<file path="config.mk">
export PLATFORM = sky130hd
export DESIGN_NAME = load_unpack_ctrl
export DESIGN_NICKNAME = d
export VERILOG_FILES = /design/src/rtl/load_unpack_ctrl.sv
export SDC_FILE = /design/constraint.sdc
export NUM_CORES = 1
export LEC_CHECK = 0
export CAP_MARGIN = 20
export CORE_MARGIN = 10
export CORE_UTILIZATION = 50
export DETAILED_ROUTE_END_ITERATION = 10
export DONT_BUFFER_PORTS = 1
export GPL_ROUTABILITY_DRIVEN = 1
export GPL_TIMING_DRIVEN = 0
export PLACE_DENSITY = 0.67
export SYNTH_ARGS = -nofsm -noshare
export SYNTH_HDL_FRONTEND = slang
export SYNTH_SLANG_ARGS = --single-unit
</file>
<file path="constraint.sdc">
create_clock -name clk -period 2.05 [get_ports clk]
set_input_delay 0.41 -clock clk [delete_from_list [all_inputs] [get_ports clk]]
set_output_delay 0.41 -clock clk [all_outputs]
set_load 0.02 [all_outputs]
</file>
<file path="src/rtl/load_unpack_ctrl.sv">
// Load unpack controller: one aligned 64-bit read per load, then sign/zero-extends the addressed field.
// Latency: 3 cycles minimum from request acceptance to wb_valid.
// Backpressure: holds the memory request until mem_req_ready and the result until wb_ready; one load in flight.
package load_unpack_pkg;
  typedef logic [63:0] addr_t;

  typedef enum logic [2:0] {
    MEM_NO = 3'd0,
    MEM_B  = 3'd1,
    MEM_H  = 3'd2,
    MEM_W  = 3'd3,
    MEM_D  = 3'd4,
    MEM_UB = 3'd5,
    MEM_UH = 3'd6,
    MEM_UW = 3'd7
  } mem_op_e;
endpackage

module load_unpack_ctrl
  import load_unpack_pkg::*;
#(
  parameter int unsigned TIMEOUT_CYCLES = 256
) (
  input  logic        clk,
  input  logic        rstn,
  input  logic        req_valid,
  output logic        req_ready,
  input  mem_op_e     req_mem_op,
  input  addr_t       req_addr,
  input  logic [4:0]  req_rd,
  output logic        mem_req_valid,
  input  logic        mem_req_ready,
  output addr_t       mem_raddr,
  input  logic        mem_resp_valid,
  input  logic [63:0] mem_rdata,
  output logic        wb_valid,
  input  logic        wb_ready,
  output logic [63:0] wb_data,
  output logic [4:0]  wb_rd,
  output logic        misalign_err,
  output logic        fault
);

  // Counter only needs to hold 0 .. TIMEOUT_CYCLES-1.
  localparam int unsigned CW = (TIMEOUT_CYCLES > 1) ? $clog2(TIMEOUT_CYCLES) : 1;
  localparam int unsigned TO_LAST_I = (TIMEOUT_CYCLES == 0) ? 0 : TIMEOUT_CYCLES - 1;
  localparam logic [CW-1:0] TO_LAST = CW'(TO_LAST_I);

  typedef enum logic [2:0] {
    S_IDLE  = 3'd0,
    S_REQ   = 3'd1,
    S_WAIT  = 3'd2,
    S_DONE  = 3'd3,
    S_FAULT = 3'd4
  } state_e;

  state_e        state_q, state_d;
  mem_op_e       op_q, op_d;
  addr_t         addr_q, addr_d;
  logic [4:0]    rd_q, rd_d;
  logic [63:0]   data_q, data_d;
  logic [CW-1:0] cnt_q, cnt_d;
  logic          misalign_q, misalign_d;

  // Natural alignment: the access size must divide the byte address.
  function automatic logic is_misaligned(input mem_op_e op, input logic [2:0] lo);
    case (op)
      MEM_H, MEM_UH: is_misaligned = lo[0];
      MEM_W, MEM_UW: is_misaligned = |lo[1:0];
      MEM_D:         is_misaligned = |lo;
      default:       is_misaligned = 1'b0;
    endcase
  endfunction

  // Shift the addressed byte lane down to bit 0, then extend to 64 bits.
  function automatic logic [63:0] extend(input mem_op_e op, input logic [2:0] lo,
                                         input logic [63:0] rdata);
    logic [63:0] x;
    x = rdata >> {lo, 3'b000};
    case (op)
      MEM_B:   extend = {{56{x[7]}}, x[7:0]};
      MEM_UB:  extend = {56'b0, x[7:0]};
      MEM_H:   extend = {{48{x[15]}}, x[15:0]};
      MEM_UH:  extend = {48'b0, x[15:0]};
      MEM_W:   extend = {{32{x[31]}}, x[31:0]};
      MEM_UW:  extend = {32'b0, x[31:0]};
      MEM_D:   extend = rdata;
      default: extend = '0;
    endcase
  endfunction

  // State and datapath registers; reset aborts any load in flight.
  always_ff @(posedge clk or negedge rstn) begin
    if (!rstn) begin
      state_q    <= S_IDLE;
      op_q       <= MEM_NO;
      addr_q     <= '0;
      rd_q       <= '0;
      data_q     <= '0;
      cnt_q      <= '0;
      misalign_q <= 1'b0;
    end else begin
      state_q    <= state_d;
      op_q       <= op_d;
      addr_q     <= addr_d;
      rd_q       <= rd_d;
      data_q     <= data_d;
      cnt_q      <= cnt_d;
      misalign_q <= misalign_d;
    end
  end

  // Next-state and output decode; outputs are only non-zero in the state that owns them.
  always_comb begin
    state_d       = state_q;
    op_d          = op_q;
    addr_d        = addr_q;
    rd_d          = rd_q;
    data_d        = data_q;
    cnt_d         = cnt_q;
    misalign_d    = 1'b0;
    req_ready     = 1'b0;
    mem_req_valid = 1'b0;
    mem_raddr     = '0;
    wb_valid      = 1'b0;
    wb_data       = '0;
    wb_rd         = '0;
    fault         = 1'b0;

    case (state_q)
      S_IDLE: begin
        req_ready = 1'b1;
        if (req_valid) begin
          op_d   = req_mem_op;
          addr_d = req_addr;
          rd_d   = req_rd;
          if (is_misaligned(req_mem_op, req_addr[2:0])) begin
            misalign_d = 1'b1;
          end else if (req_mem_op != MEM_NO) begin
            state_d = S_REQ;
          end
        end
      end
      S_REQ: begin
        mem_req_valid = 1'b1;
        mem_raddr     = {addr_q[63:3], 3'b000};
        if (mem_req_ready) begin
          state_d = S_WAIT;
          cnt_d   = '0;
        end
      end
      S_WAIT: begin
        if (mem_resp_valid) begin
          data_d  = extend(op_q, addr_q[2:0], mem_rdata);
          state_d = S_DONE;
        end else if ((TIMEOUT_CYCLES != 0) && (cnt_q == TO_LAST)) begin
          state_d = S_FAULT;
        end else begin
          cnt_d = cnt_q + 1'b1;
        end
      end
      S_DONE: begin
        wb_valid = 1'b1;
        wb_data  = data_q;
        wb_rd    = rd_q;
        if (wb_ready) begin
          state_d = S_IDLE;
        end
      end
      S_FAULT: begin
        fault = 1'b1;
      end
      default: begin
        state_d = S_IDLE;
      end
    endcase
  end

  assign misalign_err = misalign_q;

endmodule
</file>
; ---- Word-level counts from Yosys, hierarchy flattened
; Cells that the tools add are included.
[word_totals]
register_bits = 148
input_bits = 142
output_inout_bits = 138
elab_cells = 72
[classes]
add_sub_neg = 1
eq_ne = 25
n_shift = 1
n_mux = 26
bitwise = 1
reduce_logical = 11
[ops]
columns = cell, n
row1 = $pmux 64 s7, 1
row2 = $mux 64, 2
row3 = $shr 64x6->32, 1
row4 = $eq 3x3->1 const B, 8
row5 = $mux 8, 3
row6 = $mux 3, 7
row7 = $eq 3x2->1 const B, 6
row8 = $pmux 8 s2, 1
row9 = $pmux 3 s5, 1
row10 = $ne 2x2->1 const B, 7
row11 = $mux 1, 9
row12 = $add 8x1->8 const B, 1
row13 = $eq 8x8->1 const B, 1
row14 = $reduce_and 7->1, 1
row15 = $eq 3x1->1 const B, 2
row16 = $reduce_or 2->1, 3
row17 = $mux 5, 1
row18 = $reduce_and 2->1, 2
row19 = $reduce_and 4->1, 1
row20 = $logic_not 3->1, 1
row21 = $ne 3x3->1 const B, 1
row22 = $pmux 1 s3, 1
row23 = $reduce_bool 3->1, 1
row24 = $reduce_or 3->1, 1
row25 = 2 further kinds, 2

; ---- Depth between registers and ports, before layout
[depth]
word_depth = 8
ltp_mapped = 8
mapped_depth_nobuf = 6

; ---- Worst setup path after synthesis
; No wires, ideal clock.
[synth_timing]
path_type = register to register
from = reg state_q[1]
to = reg addr_q[0]
setup_ns = 0.125
arrival_time_ns = 2.138
required_time_ns = 1.925
path_slack_ns = -0.212
path_stages_with_launch = 7
n_path_buf = 3
period_less_slack_ns = 2.262
cell_sequence = dfrtp_1 > clkbuf_1 > nor3_1 > and2_1 > clkbuf_1 > buf_2 > mux2_2
[synth_via]
elab_chain_len = 2
[synth_lines]
columns = item, line
row1 = from (decl), 57  ; state_e state_q, state_d;
row2 = from (signal assigned), 103  ; state_q <= state_d;
row3 = $logic_not 3->1, 130  ; case (state_q)
row4 = $reduce_and 2->1 (no source line), --
row5 = to (signal assigned), 105  ; addr_q <= addr_d;
row6 = to (decl), 59  ; addr_t addr_q, addr_d;
; No other way between the ends.
; A chain may end at the register's enable or synchronous reset.

; ---- Worst setup path in the final report
[layout_timing]
from = reg addr_q[0]
to = reg data_q[19]
[layout_via]
elab_chain_len = 2
[layout_lines]
columns = item, line
row1 = $shr 64x6->32, 79  ; x = rdata >> {lo, 3'b000};
row2 = $pmux 64 s7, 80  ; case (op)
row3 = to (signal assigned), 107  ; data_q <= data_d;
row4 = to (decl), 61  ; logic [63:0] data_q, data_d;
; No other way between the ends.

==> Implementation_results.wiki <==
{| class="wikitable"
! Metric !! Value
|-
| Core Rows || 48
|-
| Area of all placed cells without fillers || 10800 um2
|-
| Setup slack of the most critical reg-to-reg path || -0.19 ns
|-
| Horizontal extent of the die || around 150 um
|-
| Synth unique cells || 47
|-
| Root Driver || sky130_fd_sc_hd__clkbuf_16
|-
| Number of antenna violations at the first check in global routing || 1
|-
| Total power density per cell area || 1540 nW/um2
|-
| Worst IR Drop VDD || 975 uV
|-
| Cell chain of the critical path || buf_6 -> buf_4 -> buf_6 -> buf_4 -> mux2_2 -> a222oi_1 -> o211ai_1
|-
| Total of flip-flops plus latches after synthesis || 148
|-
| Post-layout nets || 990
|-
| Violation count after the first detailed-route iteration || 643
|-
| Number of cells on the worst reg-to-reg path || 7
|-
| Number of input and output port buffers inserted || 0
|-
| Netlist area before placement || 8700 um2
|-
| Max clock buf depth || 2
|-
| Startpoint type of the worst setup path || register
|-
| Sum of negative setup slack || -21.19 ns
|-
| Top-level port count || 280
|-
| Kind of path behind the tightest hold check || in2async
|-
| Skew final || 0.0115 ns
|-
| DRC || 0
|-
| Critical Path Max Stage Delay || approximately 0.57 ns
|-
| Global-route total usage across every layer || 25.3%
|-
| Part of the Yosys area used for sequential elements || around 43%
|-
| Cell count after synthesis || 800
|-
| Worst EP required || between 2 and 2.5 ns
|-
| Global-route wire length before repair || about 46000 um
|-
| Starting density of the core || 50.7%
|-
| Detail Placement HPWL || 22300 um
|-
| Floorplan Core Area || 17200 um2
|-
| Fraction of the cycle the final worst path needs || 109%
|-
| Fraction of final layout cells sized beyond drive strength 1 || 49.0%
|-
| Clock-pin slew of the registers on the worst-case setup and hold paths || 0.07 ns
|-
| Worst reg2reg path startpoint || addr_q[0]$_DFFE_PN0P_
|-
| Instance area after placement || 9000 um2
|-
| Maximum achievable frequency || around 450 MHz
|-
| Post-route antenna net violation count || 0
|-
| Area enclosed by the die boundary || 23100 um2
|-
| Run status || finished with violations
|-
| Wire length per cell after detailed routing || approximately 28 um
|-
| Vias || 7173
|-
| Final slew viol count || 0
|-
| Smallest setup slack after layout || -0.192 ns
|-
| Worst Hold Margin || -0.331 ns
|-
| Leading register cell type out of synthesis || sky130_fd_sc_hd__dfrtp_1
|-
| Slew of the pin with the lowest slew margin || around 0.73 ns
|-
| Total of warnings raised by yosys || 0
|-
| Critical path endpoint category || register
|-
| Max_slew headroom || about half
|-
| Setup-violating endpoint count in the final report || approximately 180
|-
| Arrival time worst endpoint || 2.52 ns
|-
| Worst reg2reg endpoint || data_q[19]$_DFFE_PN0P_
|-
| Final wirelength || 30700 um
|-
| Number of buffers created by CTS || 17
|-
| Count of flip-flops with a built-in enable after synthesis || 0
|-
| Pin count of the biggest net entering global routing || between 100 and 150
|-
| Antenna fix cells || 0
|-
| Clock Latency Late Sink || 0.43 ns
|-
| # H-tree levels || 4
|-
| Total power of the final layout || about 0.017 W
|-
| Post-synthesis average cell area || 10.9 um2
|-
| Y dimension of the die || ~150 um
|-
| Clk sink count || about 150
|-
| Post-synthesis async set-or-reset flop share || 100%
|-
| Crit path kind || reg2reg
|-
| Slowest stage cell on the critical path || sky130_fd_sc_hd__a222oi_1
|-
| Failing checks || negative hold slack, negative setup slack
|-
| Vias in the first global route || 7325
|-
| Via-to-Cell Ratio || between 6 and 7
|-
| Final min period || 2.24 ns
|-
| Number of maximum-capacitance violations || 0
|-
| Critical path fanouts, max || 10
|-
| Global placer's final weighted congestion || 0.934
|-
| Leakage dissipation || between 4 and 5 nW
|-
| Number of detailed-route iterations in the first pass || 8
|-
| Clock tree from TritonCTS || done
|-
| Final number of hold-violating endpoints || ~150
|-
| Number of fill cells in the layout || 1384
|-
| Layout Area Growth over Synthesis || 24.4%
|-
| Global-route congestion overflow total || 0
|-
| Unrepaired setup endpoints after global routing || yes
|}
==> power by group <==
group / switching (W) / internal, W
sequential: 0.000707 / 0.00402
clock: 0.00141 / 0.00166
combinational: 0.00459 / 0.00428
total: 0.00671 / 0.00996
==> placed cells by master, fill, tap and decap left out, drive strengths merged, types with 2 or more instances in the layout <==
master / Yosys / layout
clkinv: 0 / 2
conb: 1 / 3
o211ai: 30 / 30
nor3: 4 / 4
mux2i: 21 / 21
or4b: 3 / 3
a222oi: 14 / 14
o2111ai: 10 / 10
nor2: 22 / 22
dfrtp: 148 / 148
a21oi: 42 / 42
inv: 1 / 12
a22oi: 33 / 33
mux4: 37 / 37
nor3b: 3 / 3
nor2b: 5 / 5
mux2: 81 / 81
xor2: 6 / 6
a211o: 2 / 2
and3: 6 / 6
a31oi: 11 / 12
nand3b: 3 / 3
and2: 133 / 133
o21ai: 47 / 47
nand2b: 2 / 2
buf: 27 / 53
clkbuf: 51 / 67
nand3: 2 / 2
and3b: 1 / 2
nand2: 43 / 43
==> critical path: cells and delay by family, from the launching register on <==
| family | cells | cell delay [ns] |
|---|---|---|
| AOI/OAI and AO/OA | 2 | 0.72 |
| buffers and inverters | 4 | 0.67 |
| muxes | 1 | 0.35 |
| DFF | 1 | 0.34 |
==> worst max path at each step <==
stage,endpoint,start,cells past startpoint,slack [ns]
after CTS,wb_data[63],state_q[2]$_DFFE_PN0P_,5,-0.16
after floorplan,addr_q[0]$_DFFE_PN0P_,state_q[1]$_DFFE_PN0P_,6,0.02
after detailed placement,data_q[30]$_DFFE_PN0P_,addr_q[0]$_DFFE_PN0P_,7,-0.67
after global placement,data_q[30]$_DFFE_PN0P_,addr_q[0]$_DFFE_PN0P_,7,-0.69
final,data_q[19]$_DFFE_PN0P_,addr_q[0]$_DFFE_PN0P_,7,-0.19
after global routing,data_q[25]$_DFFE_PN0P_,addr_q[0]$_DFFE_PN0P_,8,-0.23
==> timing repair <==
action                                  4_1_cts  5_1_grt
buffers inserted                             12        9
cloned                                        9        2
pin swaps                                    18        9
resized for setup                           356       88
endpoints found under the hold margin       148      148
endpoints found under the setup margin      279      274
==> cells by family after synthesis <==
family | share of synthesized area (%)
xor gates and xnor gates | 0.604
adders and majority gates | 0.144
and+or+nand+nor | 15.3
buffers and inverters | 4.00
DFF | 42.6
AOI/OAI and AO/OA | 14.9
muxes | 22.5
other | 0.0431
==> routing by layer <==
metal	vias up	wire length (um)	global-route usage, %
li1	3080	-	-
met1	3566	11100	30.7
met2	449	14900	40.7
met3	76	3770	9.14
met4	2	910	8.48
met5	-	7	0.647
==> area by class of cell <==
class	instances	area, um2	area share (%)
well taps	225	282	2.60
clock buffers	18	439	4.06
plain buffers	72	669	6.18
repair buffers	30	339	3.13
clock inverters	14	149	1.38
flip-flops and latches	148	3700	34.2
multi-input cells	577	5240	48.4
inverters	1	3.75	0.0347
==> cell usage after synthesis, drive strengths merged (2+ instances only) <==
master	instances	area, um2
mux4	37	833
nand2b	2	12.5
a222oi	14	140
nor3	4	25.0
a211o	2	17.5
buf	27	153
dfrtp	148	3700
or4b	3	30.0
nor2b	5	31.3
nand3b	3	22.5
clkbuf	51	191
o2111ai	10	87.6
a21oi	42	210
mux2	81	912
mux2i	21	210
nand3	2	10.0
xor2	6	52.6
and2	133	832
o21ai	47	235
nor2	22	82.6
nand2	43	161
a31oi	11	75.1
and3	6	37.5
a22oi	33	248
o211ai	30	225
nor3b	3	27.5
==> sequential cells by signal, indices dropped and copies added (netlist names) <==
name	flops
cnt_q	8
state_q	3
rd_q	5
addr_q	64
data_q	64
op_q	3
misalign_err	1
==> per-stage QoR <==
step	utilization, %	setup WS, ns	hold WS [ns]	std cells
floorplan	-	0.0213	0.114	802
global placement	52.4	-0.689	0.119	1027
detailed placement	52.4	-0.668	0.120	1027
CTS	60.9	-0.159	-0.337	1074
global route	63.0	-0.226	-0.344	1085
finish	63.0	-0.192	-0.331	1085
Power figures use the tool's default switching activity.
